==> src/rtl/rc4_pkg.sv <==
// Shared types and constants for the RC4 PRGA decrypt stage:
// FSM state encoding, default message geometry and the legal plaintext alphabet.
package rc4_pkg;

    localparam int MSG_LEN_DEF = 32;
    localparam int ADDR_W_DEF  = 5;

    // Plaintext is limited to space and lowercase letters
    localparam logic [7:0] CHAR_SPACE = 8'h20;
    localparam logic [7:0] CHAR_LO    = 8'h61;
    localparam logic [7:0] CHAR_HI    = 8'h7A;

    typedef enum logic [3:0] {
        IDLE,
        RD_I,
        WT_I,
        LD_I,
        RD_J,
        WT_J,
        LD_J,
        WR_I,
        WR_J,
        RD_F,
        WT_F,
        LD_F,
        WR_D,
        DONE
    } prga_state_e;

endpackage

==> src/rtl/char_check.sv <==
// Combinational legality test of one decrypted byte (space or 'a'..'z').
module char_check
    import rc4_pkg::*;
(
    input  logic [7:0] ch,
    output logic       legal
);

    assign legal = (ch == CHAR_SPACE) || ((ch >= CHAR_LO) && (ch <= CHAR_HI));

endmodule

==> src/rtl/prga_decrypt.sv <==
// RC4 keystream generator and decryptor: walks the shuffled S memory, XORs the
// keystream with the ROM ciphertext and stores plaintext, aborting on an illegal byte.
module prga_decrypt
    import rc4_pkg::*;
#(
    parameter int MSG_LEN = MSG_LEN_DEF,
    parameter int ADDR_W  = ADDR_W_DEF
) (
    input  logic              clk,
    input  logic              reset_n,
    input  logic              start,
    output logic [7:0]        s_address,
    output logic [7:0]        s_data,
    input  logic [7:0]        s_q,
    output logic              s_wren,
    output logic [ADDR_W-1:0] rom_address,
    input  logic [7:0]        rom_q,
    output logic [ADDR_W-1:0] dec_address,
    output logic [7:0]        dec_data,
    output logic              dec_wren,
    output logic              busy,
    output logic              done,
    output logic              key_valid
);

    prga_state_e state, next_state;

    logic [7:0]        i, j, si, sj, f, enc;
    logic [ADDR_W-1:0] k;
    logic              all_legal;
    logic              done_q;
    logic [7:0]        dec_byte;
    logic              byte_legal;
    logic              last_byte;
    logic              idle_like;

    assign dec_byte  = f ^ enc;
    assign last_byte = (k == ADDR_W'(MSG_LEN - 1));
    assign idle_like = (state == IDLE) || (state == DONE);

    char_check u_char_check (
        .ch    (dec_byte),
        .legal (byte_legal)
    );

    always_ff @(posedge clk or negedge reset_n) begin
        if (!reset_n) begin
            state <= IDLE;
        end else begin
            state <= next_state;
        end
    end

    // done is registered so it rises one cycle after DONE is entered
    always_ff @(posedge clk or negedge reset_n) begin
        if (!reset_n) begin
            i         <= '0;
            j         <= '0;
            k         <= '0;
            si        <= '0;
            sj        <= '0;
            f         <= '0;
            enc       <= '0;
            all_legal <= 1'b0;
            done_q    <= 1'b0;
        end else begin
            if (idle_like && start) begin
                i         <= 8'd1;
                j         <= 8'd0;
                k         <= '0;
                all_legal <= 1'b1;
                done_q    <= 1'b0;
            end else if (state == DONE) begin
                done_q <= 1'b1;
            end

            unique case (state)
                LD_I: begin
                    si <= s_q;
                    j  <= j + s_q;
                end
                LD_J: sj <= s_q;
                LD_F: begin
                    f   <= s_q;
                    enc <= rom_q;
                end
                WR_D: begin
                    if (!byte_legal) begin
                        all_legal <= 1'b0;
                    end else if (!last_byte) begin
                        k <= k + 1'b1;
                        i <= i + 8'd1;
                    end
                end
                default: ;
            endcase
        end
    end

    // Addresses are held through the wait state so registered memories see them
    always_comb begin
        next_state  = state;
        s_address   = '0;
        s_data      = '0;
        s_wren      = 1'b0;
        rom_address = '0;
        dec_address = '0;
        dec_data    = '0;
        dec_wren    = 1'b0;

        unique case (state)
            IDLE, DONE: if (start) next_state = RD_I;
            RD_I: begin
                s_address  = i;
                next_state = WT_I;
            end
            WT_I: begin
                s_address  = i;
                next_state = LD_I;
            end
            LD_I: next_state = RD_J;
            RD_J: begin
                s_address  = j;
                next_state = WT_J;
            end
            WT_J: begin
                s_address  = j;
                next_state = LD_J;
            end
            LD_J: next_state = WR_I;
            WR_I: begin
                s_address  = i;
                s_data     = sj;
                s_wren     = 1'b1;
                next_state = WR_J;
            end
            WR_J: begin
                s_address  = j;
                s_data     = si;
                s_wren     = 1'b1;
                next_state = RD_F;
            end
            RD_F: begin
                s_address   = si + sj;
                rom_address = k;
                next_state  = WT_F;
            end
            WT_F: begin
                s_address   = si + sj;
                rom_address = k;
                next_state  = LD_F;
            end
            LD_F: next_state = WR_D;
            WR_D: begin
                dec_address = k;
                dec_data    = dec_byte;
                dec_wren    = 1'b1;
                next_state  = (!byte_legal || last_byte) ? DONE : RD_I;
            end
            default: next_state = IDLE;
        endcase
    end

    assign busy      = !idle_like;
    assign done      = done_q;
    assign key_valid = done_q & all_legal;

endmodule

==> config.mk <==
export PLATFORM = sky130hd
export DESIGN_NAME = prga_decrypt
export DESIGN_NICKNAME = d
export VERILOG_FILES = /design/src/rtl/rc4_pkg.sv /design/src/rtl/char_check.sv /design/src/rtl/prga_decrypt.sv
export SDC_FILE = /design/constraint.sdc
export NUM_CORES = 1
export LEC_CHECK = 0
export ABC_AREA = 1
export BUFFER_PORTS_ARGS = -buffer_cell sky130_fd_sc_hd__buf_2
export CAP_MARGIN = 20
export CORE_MARGIN = 4
export CORE_UTILIZATION = 25
export DETAILED_ROUTE_END_ITERATION = 12
export MAX_ROUTING_LAYER = met4
export SYNTH_ARGS = -nofsm -noshare
export SYNTH_HDL_FRONTEND = slang
export SYNTH_HIERARCHICAL = 1
export SYNTH_SLANG_ARGS = --single-unit
==> constraint.sdc <==
create_clock -name clk -period 4.6 [get_ports clk]
set_clock_uncertainty 0.15 [all_clocks]
set_input_delay 0.23 -clock clk [delete_from_list [all_inputs] [get_ports clk]]
set_output_delay 0.23 -clock clk [all_outputs]
set_load 0.005 [all_outputs]
# Yosys cells after proc, flatten, opt, wreduce, memory -nomap -nowiden
# Index checks and enable logic that the tools add are counted.
totals:
  output_inout_bits: 39
  inputBits: 19
  register_bits: 59
  word_cells: 74
op_classes:
  n_reduce_logical: 15
  bitwise: 2
  n_addsub: 4
  eq_ne: 16
  mux: 25
  magnitude_cmp: 2
ops:
  columns: ["operator", "n"]
  rows:
  - ["$mux 8", 7]
  - ["$pmux 4 s13", 1]
  - ["$mux 5", 6]
  - ["$eq 4x4->1 const B", 6]
  - ["$pmux 8 s3", 1]
  - ["$add 8x8->8", 2]
  - ["$eq 4x3->1 const B", 4]
  - ["$pmux 8 s2", 1]
  - ["$add 8x1->8 const B", 1]
  - ["$eq 4x2->1 const B", 2]
  - ["$eq 8x6->1 const B", 1]
  - ["$ge 8x7->1 const B", 1]
  - ["$le 8x7->1 const B", 1]
  - ["$mux 4", 2]
  - ["$xor 8x8->8", 1]
  - ["$mux 1", 7]
  - ["$reduce_or 2->1", 3]
  - ["$reduce_or 3->1", 2]
  - ["$add 5x1->5 const B", 1]
  - ["$eq 5x5->1 const B", 1]
  - ["$eq 4x1->1 const B", 1]
  - ["$logic_not 4->1", 1]
  - ["$reduce_bool 2->1", 2]
  - ["$logic_or 1x1->1", 3]
  - ["4 further kinds", 6]

# Depth between registers and ports, before layout
depth:
  ltp_word: 8
  ltp_mapped: 15
  mapped_depth_nobuf: 15

# Hierarchy
# Netlist, hierarchy kept.
modules_own_cells:
  columns: ["mod", "area_each_um2", "instances", "seq_area_each_um2", "cells_per_inst"]
  rows:
  - ["prga_decrypt", 3717.3, 1, 1476.4, 508]
  - ["char_check", 78.8, 1, 0.0, 18]

# Worst setup path before layout
# OpenSTA, ideal clock, no wires.
synth_path:
  path_type: "register -> register"
  start: "register f[4]"
  end: "register i[6]"
  setup_ns: 0.117
  t_arrival_ns: 1.727
  n_path_buf: 0
  required_time_ns: 4.333
  path_stages_with_launch: 14
  synth_period_minus_slack_ns: 1.994
  slack_ns: 2.606
  path_cell_list: "dfrtp_1 -> or2_2 -> nand2_1 -> inv_1 -> nand3_1 -> nand3_1 -> a21oi_2 -> inv_1 -> nor2_1 -> inv_1 -> nor2_4 -> nand4_1 -> nor2_1 -> nor2_1"
synth_between:
  elab_chain_cells: 6
  elab_cells_between_ends: 8
  classes_between: "order compare: 2; eq/ne: 1; mux: 2; bitwise: 1; reduce/logical: 2"
synth_lines:
  columns: ["item", "line_no", "rtl"]
  rows:
  - ["start, declared", "prga_decrypt.sv:28", "logic [7:0] i, j, si, sj, f, enc;"]
  - ["start signal, assigned", "prga_decrypt.sv:84", "f <= s_q;"]
  - ["$xor 8x8->8 *", "prga_decrypt.sv:37", "assign dec_byte = f ^ enc;"]
  - ["via dec_byte[4]", "prga_decrypt.sv:32", "logic [7:0] dec_byte;"]
  - ["$ge 8x7->1 or $le 8x7->1 (tied branches)", "char_check.sv:9", "assign legal = (ch == CHAR_SPACE) || ((ch >= CHAR_LO) && (ch <= CHAR_HI));"]
  - ["$logic_and 1x1->1", "char_check.sv:9", null]
  - ["$logic_or 1x1->1 *", "char_check.sv:9", null]
  - ["via byte_legal", "prga_decrypt.sv:33", "logic byte_legal;"]
  - ["$mux 8 *", "prga_decrypt.sv:88", "if (!byte_legal) begin"]
  - ["$mux 8 *", "prga_decrypt.sv:77", "unique case (state)"]
  - ["end signal, assigned", "prga_decrypt.sv:92", "i <= i + 8'd1;"]
  - ["end, declared", "prga_decrypt.sv:28", null]
# The timed path passes the listed nets; every way through them passes the cells marked *.
# A chain may end at the register's enable or synchronous reset.

# Worst setup path after layout
layout_path:
  start: "register sj[0]"
  end: "output port s_address[6]"
layout_between:
  elab_chain_cells: 2
layout_lines:
  columns: ["item", "line_no", "rtl"]
  rows:
  - ["start, declared", "prga_decrypt.sv:28", null]
  - ["start signal, assigned", "prga_decrypt.sv:82", "LD_J: sj <= s_q;"]
  - ["$add 8x8->8", "prga_decrypt.sv:144, prga_decrypt.sv:149", null]
  - ["$pmux 8 s3", "prga_decrypt.sv:111", "unique case (state)"]
  - ["end, declared", "prga_decrypt.sv:12", "output logic [7:0] s_address,"]
# No other way between the ends.

==> out/metrics.cfg <==
[timing]
setup_violations = 0
finalHoldViolations = 0
fmax_mhz = 425
rsz0062_at_grt = no
slew_headroom_pct = 47.6
worst_pin_slew_ps = 787
fin_crit_sh_pct = 51.1
tns_ps = 0
fin_ws_ps = 2250
period_needed_ps = 2350
slew_viol_final = 0

[routing]
drtIter0Drc = 203
post_drt_wl_per_cell_um = 12.7
num_vias = 3411
wl_um = 9860
drc = 0
ant_nets = 0
via_per_inst = 4.41
dr.pass1.iters = 4

[finish]
area_growth_syn_to_layout_pct = 20.6
drive_gt1_share_pct = 19.3
fill_cells = 1557
n_antenna_cell = 0
seq_area_um2 = 1480
multi_input_area_um2 = 1980
fin_nets = 623

[global_routing]
grt-busiest-layer = met2
grt.met1_usage_pct = 16.1
antenna_found_initial = 0
grt_pass1_vias = 3328
grt_first_pass_wirelength_um = 16900
grt_usage_pct = 12.2
overflow = 0
grt_max_degree = 60
use_met3_pct = 2.64
met2_usage_pct = 19.2

[place]
dp_slack_ps = 2340
place.port_buffers = 57
dp_hpwl_um = 7480
gp_congestion = 0.801

[logic_synthesis]
ys_top_cells_by_count = nand2_1, inv_1, dfrtp_1, nand3_1, nor2_1
syn_inst = 526
yosysMostFrequentCell = nand2_1
synth_cell_type_count = 33
ys_seq_elements = 59
synth_edf_count = 0
yosysWarnings = 6
ys.flop_type = dfrtp_1
syn_avg_cell_area_um2 = 7.22
yosys.area.top_type_share_pct = 38.9
synth_area_leaders = dfrtp_1, nand2_1, nand3_1
yosysTopAreaCell = dfrtp_1
synth-seq-area-share_pct = 38.9
async_flop_share_pct = 100
synthesis.area_um2 = 3800
syn-num-nets = 564

[setup_path]
crit_top_cell = nand2_1
critical_path.top_delay_family = adder cells
critPathKind = flop to primary output
crit_fanout = 3
cp.arrival_ps = 1970
worst-path-stages = 12
start_kind = flop
end_kind = primary output
worstPathCellList = ha_1 > inv_1 > fa_1 > inv_1 > nand3_1 > nand2_1 > nand2_1 > nand2_1 > nand2_1 > nand3_1 > nand2_1 > buf_2
cp_slowest_cell = dfrtp_1
crit_buf_inv = 3
cp_data_required_time_ps = 4220
reg2reg_depth = 13
cpPeakStageDelay_ps = 380

[clock_network]
clk_pin_slew_ps = 50
htree_levels = 3
cts_tree = yes
clk_path_buf_depth = 2
cts-root-buf = clkbuf_16
clock-sinks = 59
cts_resized = 0
cts_buffers = 9
worst_skew_pair.late_latency_ps = 320

[power]
p_leak_nw = 2.47
max-vdd-ir-drop_mv = 0.219
p_per_area_nw_per_um2 = 699

[flow_run]
cap_violations = 0

[min_path]
worstHoldPathType = input pin to flop
min_path_cells = 3

[floorplan]
die_h_um = 131
core-area_um2 = 14700
num_io_pins = 58
die_x_um = 131
rows = 44
die_area_um2 = 17200
initial_core_util_pct = 25.8

[status]
status = complete, no violations

-- stage by stage --
stage               instances  instance area (um^2)  total power, mW  hold slack, ps  utilization [%]
finish                    774                  4580             3.20            4.80             31.2
global route              774                  4580             3.53            18.6             31.2
CTS                       774                  4580             3.24           0.115             31.2
detailed placement        757                  4240             2.47             309             28.9
global placement          757                  4240             2.45             300             28.9
floorplan                 526                  3800             2.08            -216                -
-- per-layer routing --
layer	vias up	part of all wire [%]
met3	7	3.5
met2	61	46
met5	-	0
met4	0	1.1
met1	1535	50
li1	1808	-
-- cells by family after synthesis --
| group | Yosys count | synth area share, % |
|---|---|---|
| compound gates | 74 | 10.4 |
| flops | 59 | 38.9 |
| buf+inv | 82 | 9.06 |
| fa+ha+maj | 19 | 6.66 |
| xor+xnor | 6 | 1.38 |
| simple gates | 286 | 33.6 |
-- layout by cell type, fill, tap and decap left out, types with 8 or more instances in the layout --
cell type  instances
o21ai_1           22
dfrtp_1           59
nand3_1           59
nand2_2            8
clkbuf_16          9
o21ai_0           18
inv_2              8
a21oi_1           28
buf_2             57
inv_1             63
ha_1              17
nand2_1          152
or2_2             11
nor2_1            38
-- registers in the layout, indices dropped and copies added, names as in the netlist --
register   flops
all_legal      1
i              8
k              5
f              8
sj             8
enc            8
done           1
j              8
state          4
si             8
-- worst min-delay path, stage by stage --
cell and delay (ps):
buf_2 70, nor2_1 30, a21oi_1 100
-- layout make-up --
| type | count | area share, % |
|---|---|---|
| Tap cell | 184 | 5.03 |
| Clock inverter | 5 | 1.64 |
| Clock buffer | 11 | 5.52 |
| Inverter | 71 | 5.82 |
| Multi-Input combinational cell | 385 | 43.1 |
| Timing Repair Buffer | 59 | 6.61 |
| Sequential cell | 59 | 32.2 |
-- power by group --
group / internal [mW] / switching (mW) / leakage [nW]
Sequential: 0.759 / 0.213 / 0.730
Clock: 0.501 / 0.240 / 0.165
Combinational: 0.562 / 0.923 / 1.57
-- what timing repair did --
action / CTS / global route
setup buffers: 0 / 0
endpoints found under the hold margin: 59 / 0
hold buffers: 1 / 0
-- final timing paths --
kind / slack (ps) / start / to
max: 2250 / sj[0] / s_address[6]
min: 5 / rom_q[7] / enc[7]
max reg2reg: 2340 / f[4] / i[6]
min reg2reg: 360 / f[1] / f[1]
max in group asynchronous: 3330 / reset_n / j[7]
min in group asynchronous: 460 / reset_n / enc[0]
(Power assumes the default switching activity.)
